==> src/rtl/flappy_game_ctrl.sv <==
// Per-frame flappy bird game controller: state machine, bird physics, pipe scroll, collisions, score.
// Latency: every output is registered and reflects the frame computed at the most recent clk edge.
// Backpressure: none; exactly one game frame advances per clk edge, and flap is sampled on each edge.
module flappy_game_ctrl #(
  parameter int H           = 24,
  parameter int W           = 64,
  parameter int BIRD_X      = 10,
  parameter int GAP         = 6,
  parameter int GRAVITY     = 1,
  parameter int FLAP_VEL    = -3,
  parameter int MAX_FALL    = 3,
  parameter int DEAD_FRAMES = 60
) (
  input  logic        clk,
  input  logic        rst,
  input  logic        flap,
  output logic [1:0]  state,
  output logic [7:0]  bird_y,
  output logic [7:0]  pipe_x,
  output logic [7:0]  gap_top,
  output logic [15:0] score,
  output logic        game_over,
  output logic [31:0] frame_cnt
);

  typedef enum logic [1:0] {
    S_IDLE = 2'd0,
    S_PLAY = 2'd1,
    S_DEAD = 2'd2,
    S_BAD  = 2'd3
  } state_e;

  localparam int DCW = (DEAD_FRAMES > 1) ? $clog2(DEAD_FRAMES) : 1;

  localparam logic [7:0]        Y_MID     = 8'(H / 2);
  localparam logic [7:0]        Y_FLOOR   = 8'(H - 1);
  localparam logic signed [9:0] Y_FLOOR_S = 10'(H - 1);
  localparam logic [7:0]        PIPE_MAX  = 8'(W - 1);
  localparam logic [7:0]        GAP_MID   = 8'((H - GAP) / 2);
  localparam logic [7:0]        GAP_MOD   = 8'(H - GAP - 1);
  localparam logic [9:0]        GAP_W     = 10'(GAP);
  localparam logic [7:0]        BX_HIT    = 8'(BIRD_X);
  localparam logic [7:0]        BX_SCORE  = 8'(BIRD_X - 1);
  localparam logic signed [7:0] V_FLAP    = 8'(FLAP_VEL);
  localparam logic signed [7:0] V_GRAV    = 8'(GRAVITY);
  localparam logic signed [7:0] V_MAX     = 8'(MAX_FALL);
  localparam logic [7:0]        LFSR_SEED = 8'hA5;
  localparam logic [DCW-1:0]    DEAD_LAST = DCW'(DEAD_FRAMES - 1);

  // Registered game state
  state_e              state_q, state_d;
  logic [7:0]          bird_y_q, bird_y_d;
  logic signed [7:0]   vel_q, vel_d;
  logic [7:0]          pipe_x_q, pipe_x_d;
  logic [7:0]          gap_top_q, gap_top_d;
  logic [15:0]         score_q, score_d;
  logic                game_over_q, game_over_d;
  logic [31:0]         frame_cnt_q, frame_cnt_d;
  logic [7:0]          lfsr_q, lfsr_d;
  logic [DCW-1:0]      dead_cnt_q, dead_cnt_d;

  // Candidate values for a PLAY frame
  logic signed [9:0]   y_sum;
  logic                ceil_hit;
  logic                floor_hit;
  logic [7:0]          bird_play;
  logic signed [7:0]   vel_inc;
  logic signed [7:0]   vel_play;
  logic [7:0]          lfsr_step;
  logic [7:0]          pipe_play;
  logic [7:0]          gap_play;
  logic [7:0]          lfsr_play;
  logic                pipe_hit;
  logic                death;
  logic [15:0]         score_inc;

  // Bird physics: move with the old velocity, clamp at ceiling/floor, then update velocity
  always_comb begin
    y_sum     = $signed({2'b00, bird_y_q}) + $signed({{2{vel_q[7]}}, vel_q});
    ceil_hit  = y_sum[9];
    floor_hit = (y_sum >= Y_FLOOR_S);
    bird_play = y_sum[7:0];
    if (floor_hit) begin
      bird_play = Y_FLOOR;
    end else if (ceil_hit) begin
      bird_play = 8'd0;
    end
    vel_inc  = vel_q + V_GRAV;
    vel_play = (vel_inc > V_MAX) ? V_MAX : vel_inc;
    if (flap) begin
      vel_play = V_FLAP;
    end
  end

  // Pipe scroll with LFSR-chosen gap on wrap, plus collision and score qualification
  always_comb begin
    // Taps x^8+x^6+x^5+x^4+1 map to bits 7,5,4,3 of a left-shifting register
    lfsr_step = {lfsr_q[6:0], lfsr_q[7] ^ lfsr_q[5] ^ lfsr_q[4] ^ lfsr_q[3]};
    if (pipe_x_q == 8'd0) begin
      pipe_play = PIPE_MAX;
      lfsr_play = lfsr_step;
      gap_play  = 8'd1 + (lfsr_step % GAP_MOD);
    end else begin
      pipe_play = pipe_x_q - 8'd1;
      lfsr_play = lfsr_q;
      gap_play  = gap_top_q;
    end
    // Widen before adding GAP so a gap near the bottom cannot wrap the compare
    pipe_hit  = (pipe_play == BX_HIT) &&
                ((bird_play < gap_play) ||
                 ({2'b00, bird_play} >= ({2'b00, gap_play} + GAP_W)));
    death     = floor_hit || pipe_hit;
    score_inc = (score_q == 16'hFFFF) ? score_q : (score_q + 16'd1);
  end

  // Next-state and next-value selection for the game state machine
  always_comb begin
    state_d     = state_q;
    bird_y_d    = bird_y_q;
    vel_d       = vel_q;
    pipe_x_d    = pipe_x_q;
    gap_top_d   = gap_top_q;
    score_d     = score_q;
    game_over_d = 1'b0;
    frame_cnt_d = frame_cnt_q + 32'd1;
    lfsr_d      = lfsr_q;
    dead_cnt_d  = dead_cnt_q;

    case (state_q)
      S_IDLE: begin
        if (flap) begin
          state_d  = S_PLAY;
          vel_d    = V_FLAP;
          score_d  = 16'd0;
          pipe_x_d = PIPE_MAX;
        end
      end

      S_PLAY: begin
        bird_y_d  = bird_play;
        pipe_x_d  = pipe_play;
        gap_top_d = gap_play;
        lfsr_d    = lfsr_play;
        if (death) begin
          // Floor and pipe hits in the same frame collapse into one death event
          state_d     = S_DEAD;
          game_over_d = 1'b1;
          dead_cnt_d  = '0;
          vel_d       = 8'sd0;
        end else begin
          vel_d = vel_play;
          if (pipe_play == BX_SCORE) begin
            score_d = score_inc;
          end
        end
      end

      S_DEAD: begin
        if (dead_cnt_q == DEAD_LAST) begin
          // Score stays visible in IDLE; the LFSR keeps its sequence across games
          state_d    = S_IDLE;
          bird_y_d   = Y_MID;
          vel_d      = 8'sd0;
          pipe_x_d   = PIPE_MAX;
          gap_top_d  = GAP_MID;
          dead_cnt_d = '0;
        end else begin
          dead_cnt_d = dead_cnt_q + 1'b1;
        end
      end

      default: begin
        // Unreachable encoding: recover to a clean IDLE frame
        state_d    = S_IDLE;
        bird_y_d   = Y_MID;
        vel_d      = 8'sd0;
        pipe_x_d   = PIPE_MAX;
        gap_top_d  = GAP_MID;
        dead_cnt_d = '0;
      end
    endcase
  end

  // State registers with asynchronous active-high reset
  always_ff @(posedge clk or posedge rst) begin
    if (rst) begin
      state_q     <= S_IDLE;
      bird_y_q    <= Y_MID;
      vel_q       <= 8'sd0;
      pipe_x_q    <= PIPE_MAX;
      gap_top_q   <= GAP_MID;
      score_q     <= 16'd0;
      game_over_q <= 1'b0;
      frame_cnt_q <= 32'd0;
      lfsr_q      <= LFSR_SEED;
      dead_cnt_q  <= '0;
    end else begin
      state_q     <= state_d;
      bird_y_q    <= bird_y_d;
      vel_q       <= vel_d;
      pipe_x_q    <= pipe_x_d;
      gap_top_q   <= gap_top_d;
      score_q     <= score_d;
      game_over_q <= game_over_d;
      frame_cnt_q <= frame_cnt_d;
      lfsr_q      <= lfsr_d;
      dead_cnt_q  <= dead_cnt_d;
    end
  end

  assign state     = state_q;
  assign bird_y    = bird_y_q;
  assign pipe_x    = pipe_x_q;
  assign gap_top   = gap_top_q;
  assign score     = score_q;
  assign game_over = game_over_q;
  assign frame_cnt = frame_cnt_q;

endmodule

==> config.mk <==
export PLATFORM = sky130hd
export DESIGN_NAME = flappy_game_ctrl
export DESIGN_NICKNAME = d
export VERILOG_FILES = /design/src/rtl/flappy_game_ctrl.sv
export SDC_FILE = /design/constraint.sdc
export NUM_CORES = 1
export LEC_CHECK = 0
export ABC_AREA = 1
export CELL_PAD_IN_SITES_DETAIL_PLACEMENT = 0
export CELL_PAD_IN_SITES_GLOBAL_PLACEMENT = 2
export CORE_MARGIN = 10
export CORE_UTILIZATION = 34
export CTS_BUF_LIST = sky130_fd_sc_hd__clkbuf_8
export CTS_CLUSTER_SIZE = 10
export DETAILED_ROUTE_END_ITERATION = 8
export GPL_ROUTABILITY_DRIVEN = 0
export PLACE_DENSITY_LB_ADDON = 0.1
export SKIP_LAST_GASP = 1
export SYNTH_ARGS = -nofsm -noshare
export SYNTH_HDL_FRONTEND = slang
export SYNTH_SLANG_ARGS = --single-unit
==> constraint.sdc <==
create_clock -name clk -period 7.15 [get_ports clk]
set_input_delay 1.7875 -clock clk [delete_from_list [all_inputs] [get_ports clk]]
set_output_delay 1.7875 -clock clk [all_outputs]
set_load 0.005 [all_outputs]
==> impl_summary.md, run 1 <==
Status
The flow ran to the end, and the final reports show no timing, DRC or antenna violations.

Drt
The number of vias after detailed routing is about 5700. The first routing iteration left between 200 and 250 violations. The total DRC errors in the routed layout is 0.

The wire length reported by the detailed router is ~17000 um. The routed length per instance is about 14 um. In the routed layout, each cell is associated on average with a via count of 4.66. The detailed-router iteration count before antenna repair is 4.

The number of nets with antenna violations after routing is 0.

Die
The initial cell density of the core is 0.346. The number of rows in the core area is 51. During I/O placement, the number of pins put on the boundary was 78. The die is 161 um tall. The die area is approximately 26000 um2. The floorplan step defined a core boundary enclosing roughly 20000 um2.

The chip width is around 160 um.

Yosys
The cell type with the largest total area after synthesis is dfrtp_1. The cell count after synthesis came out at slightly below 900. After synthesis, the cell types taking the most area are dfrtp_1 31%, nand2_1 11%, ha_1 7.2%, inv_1 5.7%, dfstp_2 5.5%. By count the netlist is led by 202 x nand2_1, 102 x inv_1, 83 x dfrtp_1. Of the total synthesized cell area, the portion taken by full adders, half adders and majority gates is 0.0754.

The synthesized design contains 0 enable-type register cells. After synthesis, the largest family of logic cells by area is simple AND/OR/NAND/NOR gates. Counting flops with an async set or reset pin after synthesis yields a share of 1.00. The simple-gate portion of the synthesized area is 0.327. The fraction of the yosys area taken by sequential cells is 0.363. The compound-gate portion of the synthesized area is 0.0793.

The number of different library cells in the post-synthesis netlist is 51. The cell with the most instances after synthesis is nand2_1. The post-synthesis area per instance is between 7 and 8 um2. The multiplexer share of the synthesized area is 0.

Synthesis inferred 97 register bits. The summed instance area of the synthesized netlist is around 6700 um2. Yosys printed 0 warnings.

The share of Yosys cell area claimed by the top area cell type is 0.308. Of the total synthesized cell area, the portion taken by XOR and XNOR cells is 0.0819. The dominant synthesized flop cell is dfrtp_1.

Critical path
Of all nets on the critical path, the largest fanout is 16. For flop-to-flop paths, the worst setup slack is about 0.77 ns. STA classifies the critical path endpoint as a flop. The critical-path cell with the highest stage delay is dfrtp_2. The data required time at the worst endpoint is roughly 7.4 ns. The data arrival at the endpoint of the critical path is 6.65 ns.

In this design, the stage delay of the slowest critical-path cell is roughly 0.42 ns. The type of the setup path with the least slack is reg -> reg. STA classifies the critical path startpoint as a flop. The most numerous cell type found on the critical path is nand2_1.

Power and ir drop
The switching part of the total power is 0.250. Dividing total power by cell area gives a power density of about 110 nW/um2. Across the VDD grid, the largest voltage drop is 0.0744 mV. The internal power consumption is 0.000691 W. In this run the power spent charging and discharging nets is about 0.00023 W. The static leakage is ~4 nW. The share of power burned in registers is 0.596. The part of the total power dissipated in the clock network is 0.382. The logic gate share of total power is 0.022.

STA
In the finished design, the share of the clock period the worst path needs comes to 0.892. The total negative setup slack is 0 ns. The number of pins with negative max-slew slack in the final report came to 0. Setup repair after global routing left no endpoint under its margin. Between clock sinks in the finished design, the worst skew comes to 0.0141 ns. The worst max-slew margin expressed relative to the limit is 0.392. The maximum achievable frequency is between 150 and 200 MHz. Setup violations remaining at the end of the flow were counted as 0.

The time the worst path needs with I/O delays and setup is 6.38 ns. Hold timing on the final database bottoms out at a slack of 0.482 ns. The hold violation count in the final report is 0.

For the pin with the worst max-slew slack, the measured transition is between 0.9 and 1 ns.

Global routing
For this run, the total global-route usage over all layers was measured as 0.136. The initial antenna violation count is 0. Entering global routing, the biggest net connects 70 pins. The total overflow reported by the global router is 0.

The number of global-route vias before repair is about 6000. The first global-routing pass estimated approximately 30000 um of wire.

Cells and area
At the end of the flow, the number of nets in the layout was between 900 and 1000. The area growth from synthesis to final layout is 19.4%. The number of antenna diodes in the final layout is 0.

The share of cells above drive strength 1 is 0.125.

CTS
Clock tree synthesis inserted a total of 9 buffers. After clock tree synthesis, the clock-pin slew on the worst setup and hold paths is about 0.1 ns. Buffers inserted to repair hold after CTS numbered 0. The tree is rooted in a clkbuf_8. The clock passes through at most 2 buffers.

The depth of the CTS H-tree is 3. The clock net sink count is 97. The TritonCTS clock tree is done. The clock reaches the later pin of the worst-skew pair after ~0.38 ns.

Placed design
Buffers placed on the I/O ports in this run total 77. The post-detailed-placement half-perimeter wirelength is 12900 um.

Hold path
The type of the worst min-delay path is reg -> reg.

Flow run
The number of max-cap violations is 0.
## timing repair
item,4_1_cts,5_1_grt
setup endpoints to repair,0,18
buffers inserted,0,2
resized for setup,0,2
## worst max-delay path: cells and delay by family (launching register included)
| family | cells | cell delay, ns |
|---|---|---|
| buffers and inverters | 4 | 0.34 |
| AOI/OAI and AO/OA | 7 | 0.95 |
| DFF | 1 | 0.42 |
| adders and majority gates | 6 | 1.37 |
| and+or+nand+nor | 32 | 3.15 |
## registers in the layout, summed over array words and instances (netlist names), 6 cells and up
| name | cells |
|---|---|
| bird_y | 8 |
| dead_cnt_q | 6 |
| gap_top | 8 |
| score | 16 |
| lfsr_q | 8 |
| vel_q | 8 |
| frame_cnt | 32 |
| pipe_x | 8 |
## per-stage QoR
stage	total power, W	instances	worst slack, ns	utilization	cell area, um2
floorplan	0.000574	871	1.36	-	6760
global placement	0.000581	1208	0.863	0.402	7830
detailed placement	0.000581	1208	0.630	0.402	7830
CTS	0.000939	1224	0.605	0.412	8020
global route	0.000964	1226	0.0580	0.413	8040
finish	0.000921	1226	0.774	0.413	8040
## layout make-up
type | count | area [um2]
sequential | 97 | 2450
inverter | 111 | 419
clock inverter | 6 | 45.0
timing repair buffer | 85 | 831
tap | 265 | 332
fill | 2007 | 11400
clock buffer | 10 | 138
multi-input combinational | 652 | 3830
## power groups by stage
stage                     Clock, W  Combinational, W  Sequential, W
after floorplan                  0         0.0000142       0.000560
after global placement           0         0.0000212       0.000560
after detailed placement         0         0.0000214       0.000560
after CTS                 0.000368         0.0000215       0.000549
after global routing      0.000390         0.0000249       0.000550
final                     0.000352         0.0000203       0.000549
## logic make-up after synthesis
family,count (synthesis)
xor gates and xnor gates,63
DFF,97
and+or+nand+nor,456
buffers and inverters,122
AOI/OAI and AO/OA,87
other,1
adders and majority gates,40
## placed cells by master, fill, tap and decap left out, drive strengths merged
master         netlist  routed
dfrtp               83      83
a31oi                2       2
clkinvlp             0       2
a22oi                2       2
a311oi               1       1
clkinv               2       4
a221oi               1       1
a22o                 2       2
o21ai               35      35
ha                  39      39
buf                  4       8
o21a                 3       3
conb                 1       6
nor4                 2       2
xor2                40      40
a31o                 1       1
fa                   1       1
dfstp               14      14
a21boi               1       1
o21bai               2       2
nand2              247     247
clkbuf               6      10
a21oi               22      22
or2                  3       3
nor2                84      84
a211oi               1       1
o31ai                2       2
o22ai                7       7
a21o                 3       3
nand3b               5       5
nand4               18      18
inv                109     111
xnor2               23      23
clkdlybuf4s50        0      77
nand3               80      80
o22a                 2       2
nor3b                3       3
nor3                14      14
## layer usage
metal  global-route usage  up-vias  wire length [um]
li1                     -     2966                 -
met1                0.175     2646              8250
met2                0.221       92              7880
met3               0.0373       13               810
met4               0.0310        0               159
met5                    0        -                 0
## path summary, 6_finish.rpt
kind | from | end | cells past startpoint
min in group asynchronous | rst | frame_cnt[8] | 2
worst min register to register | frame_cnt[31] | frame_cnt[31] | 1
worst min-delay path | frame_cnt[31] | frame_cnt[31] | 1
worst max register to register | lfsr_q[3] | score[1] | 49
max in group asynchronous | rst | lfsr_q[3] | 3
worst max-delay path | lfsr_q[3] | score[1] | 49
(Power assumes the default switching activity.)
==> inputs of run 2 (changes only) <==
--- a/config.mk
+++ b/config.mk
@@ -6,6 +6,7 @@
 export NUM_CORES = 1
 export LEC_CHECK = 0
 export ABC_AREA = 1
+export ABC_CLOCK_PERIOD_IN_PS = 7150
 export CELL_PAD_IN_SITES_DETAIL_PLACEMENT = 0
 export CELL_PAD_IN_SITES_GLOBAL_PLACEMENT = 2
 export CORE_MARGIN = 10
@@ -13,7 +14,6 @@
 export CTS_BUF_LIST = sky130_fd_sc_hd__clkbuf_8
 export CTS_CLUSTER_SIZE = 10
 export DETAILED_ROUTE_END_ITERATION = 8
-export GPL_ROUTABILITY_DRIVEN = 0
 export PLACE_DENSITY_LB_ADDON = 0.1
 export SKIP_LAST_GASP = 1
 export SYNTH_ARGS = -nofsm -noshare
==> results of run 2 <==
Final layout, timing and power as in run 1 (identical DEF).
==> inputs of run 3 (changes only) <==
--- a/config.mk
+++ b/config.mk
@@ -9,6 +9,7 @@
 export ABC_CLOCK_PERIOD_IN_PS = 7150
 export CELL_PAD_IN_SITES_DETAIL_PLACEMENT = 0
 export CELL_PAD_IN_SITES_GLOBAL_PLACEMENT = 2
+export CORE_ASPECT_RATIO = 2
 export CORE_MARGIN = 10
 export CORE_UTILIZATION = 34
 export CTS_BUF_LIST = sky130_fd_sc_hd__clkbuf_8
==> run 3 against run 2 <==
Clock power up 4%. Clock skew is 0.0022 ns higher. Via count is 2.9% higher. Largest power group unchanged. Total power rose by 1.5%. Clock-buffer cell count is 1 lower. Combinational power increased by 2%.
==> impl_summary.md, run 3 (same netlist as run 1, synthesis figures left out) <==
Status
The run finished with clean final reports.

STA
The final clock skew is 0.0164 ns (+0.00222 ns). The worst max-slew margin expressed relative to the limit is 0.285 (-0.107). The share of the clock period used by the worst path is 0.914 (+0.0218). The final worst slack is 0.618 ns (-0.156 ns). The transition time at the pin with the least slew margin is 1.07 ns (+0.160 ns). The time the worst path needs with I/O delays and setup is 6.53 ns (+0.156 ns). Setup repair after global routing left no endpoint under its margin.

The hold violation count in the final report is 0 (unchanged). The maximum achievable frequency was 153 MHz (-2.4%). The number of setup violations in the final report is 0 (unchanged). The number of pins with negative max-slew slack in the final report is 0 (unchanged). The total negative setup slack is 0 ns (unchanged).

Cells and area
The share of cells above drive strength 1 is 0.122 (-0.00274). The post-route non-filler standard cell count is 1217 (-0.73%). The flip-flop count of the largest register, all copies and words added came to 32 (unchanged). The number of nets in the final layout was 996 (-0.30%).

The library cells used most frequently in the layout, excluding fill and tap cells, are 202 x nand2_1, 102 x inv_1, 82 x dfrtp_1. The number of antenna diodes is 0 (unchanged). The library cell used most frequently in the layout, excluding fill and tap cells, is nand2_1. The area growth from synthesis to final layout is 19.1%.

CTS
The TritonCTS clock tree is done. The depth of the CTS H-tree is 3 (unchanged). The clock net sink count is 97 (unchanged).

The buffers inserted during post-CTS setup optimization is 0 (unchanged). The number of buffers between clock root and the deepest sink is 2 (unchanged). The number of clock buffers inserted by TritonCTS was 9 (unchanged). The clock latency of the later-clocked register in the worst-skew pair came to 0.38 ns (about the same). The clock slew seen by the registers of the worst setup and hold paths came to 0.10 ns (about the same).

The buffer type at the clock tree root is clkbuf_8.

Placed design
The number of buffers inserted by port buffering is 77 (unchanged). The post-detailed-placement half-perimeter wirelength is 14800 um (+15%). The post-placement cell count is 1201 (-0.58%). The worst slack after detailed placement came to 0.521 ns (-0.109 ns).

At the end of routability-driven placement, the weighted congestion stood at a little over 0.8.

Power and ir drop
The share of power burned in registers is 0.588 (-0.008). The logic gate share of total power is 0.022 (about the same). The worst ir drop on vdd is 0.101 mV (+35%). The static leakage is 3.97 nW (-0.24%). The switching part of the total power is 0.236 (-0.0144). The areal power density over the cells is 117 nW/um2 (+1.7%). The switching component of the power came to 0.000220 W (-4.4%). The part of the total power dissipated in the clock network is 0.390 (+0.008). The internal power consumption is 0.000715 W (+3.4%).

Die
The number of top-level pins is 78 (unchanged). The chip width is 120 um (-26%). The initial cell density of the core was 0.346 (about the same).

The number of rows in the core area is 72 (+41%). The area of the core was 19500 um2 (about the same). The die outline height is 219 um (+36%). The die area was 26200 um2 (+1.3%).

Global routing
The number of global-route vias before repair came to 6319 (+6.4%). The largest net degree at the start of global routing is 57 (-19%). The initial antenna violation count is 0 (unchanged).

The global-route wire length before repair was 30700 um (+3.9%). The global-route usage over all layers is 0.144 (+0.00859). The total overflow reported by the global router is 0 (unchanged).

Critical path
By instance count, the cell type seen most on the critical path is nand2_1. The data arrival at the endpoint of the critical path is 6.81 ns (+0.16 ns). The type of the setup path with the least slack is reg -> reg.

The kind of capture point of the worst setup path is a flop. The category of the worst setup path launch point is a flop. On the critical path, the stage with the largest delay is an instance of dfrtp_2. The maximum fanout along the worst path is 16 (unchanged).

The stage delay of the slowest cell on the critical path was 0.42 ns (about the same). The data required time at the worst endpoint came to 7.43 ns (about the same).

Drt
The routed length per instance is 15.2 um (+8.7%). The via density per instance was 4.83 (+3.6%). The detailed-router iteration count before antenna repair is 4 (unchanged). The number of vias after detailed routing is 5881 (+2.9%). The wire length reported by the detailed router came to 18500 um (+7.9%). The violation count after the first detailed-routing iteration is 250 (+7.3%). The total DRC errors in the routed layout is 0 (unchanged).

The number of nets with antenna violations after routing came to 0 (unchanged).

Flow run
The number of max-cap violations is 0 (unchanged).

Hold path
The path class of the tightest hold or removal check is reg -> reg.
[run 3: changes by cell type in the layout (fill, tap and decap cells not counted), sizes merged]
| cell | previous run | this run |
|---|---|---|
| buf | 8 | 5 |
| clkbuf | 10 | 9 |
| bufinv | 0 | 1 |
| clkinv | 4 | 3 |
| clkinvlp | 2 | 3 |
[run 3: area by class of cell]
type / instances / area, um2
Fill cell: 2085 / 11400
Multi-Input combinational cell: 652 / 3830
Sequential cell: 97 / 2450
Timing Repair Buffer: 82 / 808
Inverter: 111 / 419
Tap cell: 259 / 324
Clock buffer: 9 / 124
Clock inverter: 7 / 70.1
[run 3: worst max-delay path, delay by kind of cell (launching register included)]
| kind | cells | cell delay (ns) |
|---|---|---|
| flops | 1 | 0.42 |
| fa+ha+maj | 6 | 1.43 |
| simple gates | 30 | 3.10 |
| buf+inv | 4 | 0.46 |
| compound gates | 7 | 1.03 |
[run 3: metrics by stage]
stage	util	hold WS (ns)	power (W)	area, um2
floorplan	-	0.464	0.000574	6760
global placement	0.402	0.462	0.000581	7820
detailed placement	0.402	0.475	0.000582	7820
CTS	0.412	0.490	0.000956	8010
global route	0.412	0.501	0.000981	8020
finish	0.412	0.486	0.000935	8020
[run 3: layer usage]
layer  GRT usage  vias up  part of all wire
li1            -     2952                 -
met1       0.128     2793              0.35
met2       0.294       96              0.58
met3      0.0265       40             0.036
met4      0.0724        0             0.038
met5           0        -                 0
[run 3: what timing repair did]
action / in CTS / in global routing
gates resized for setup: 0 / 2
setup endpoints to repair: 0 / 16
hold buffers: 0 / 0
[run 3: power by group through the flow]
stage | sequential, W | combinational, W | clock (W)
2_1_floorplan | 0.000560 | 0.0000142 | 0
3_3_place_gp | 0.000560 | 0.0000211 | 0
3_5_place_dp | 0.000560 | 0.0000216 | 0
4_1_cts | 0.000550 | 0.0000218 | 0.000384
5_1_grt | 0.000550 | 0.0000251 | 0.000407
6_report | 0.000549 | 0.0000207 | 0.000365
[run 3: path summary, 6_finish.rpt]
check,start,to,slack (ns),cells past startpoint
worst min register to register,frame_cnt[31],frame_cnt[31],0.49,1
worst min-delay path,frame_cnt[31],frame_cnt[31],0.49,1
worst max-delay path,lfsr_q[3],score[6],0.62,47
min in group asynchronous,rst,frame_cnt[24],1.88,2
max in group asynchronous,rst,lfsr_q[3],4.19,3
worst max register to register,lfsr_q[3],score[6],0.62,47
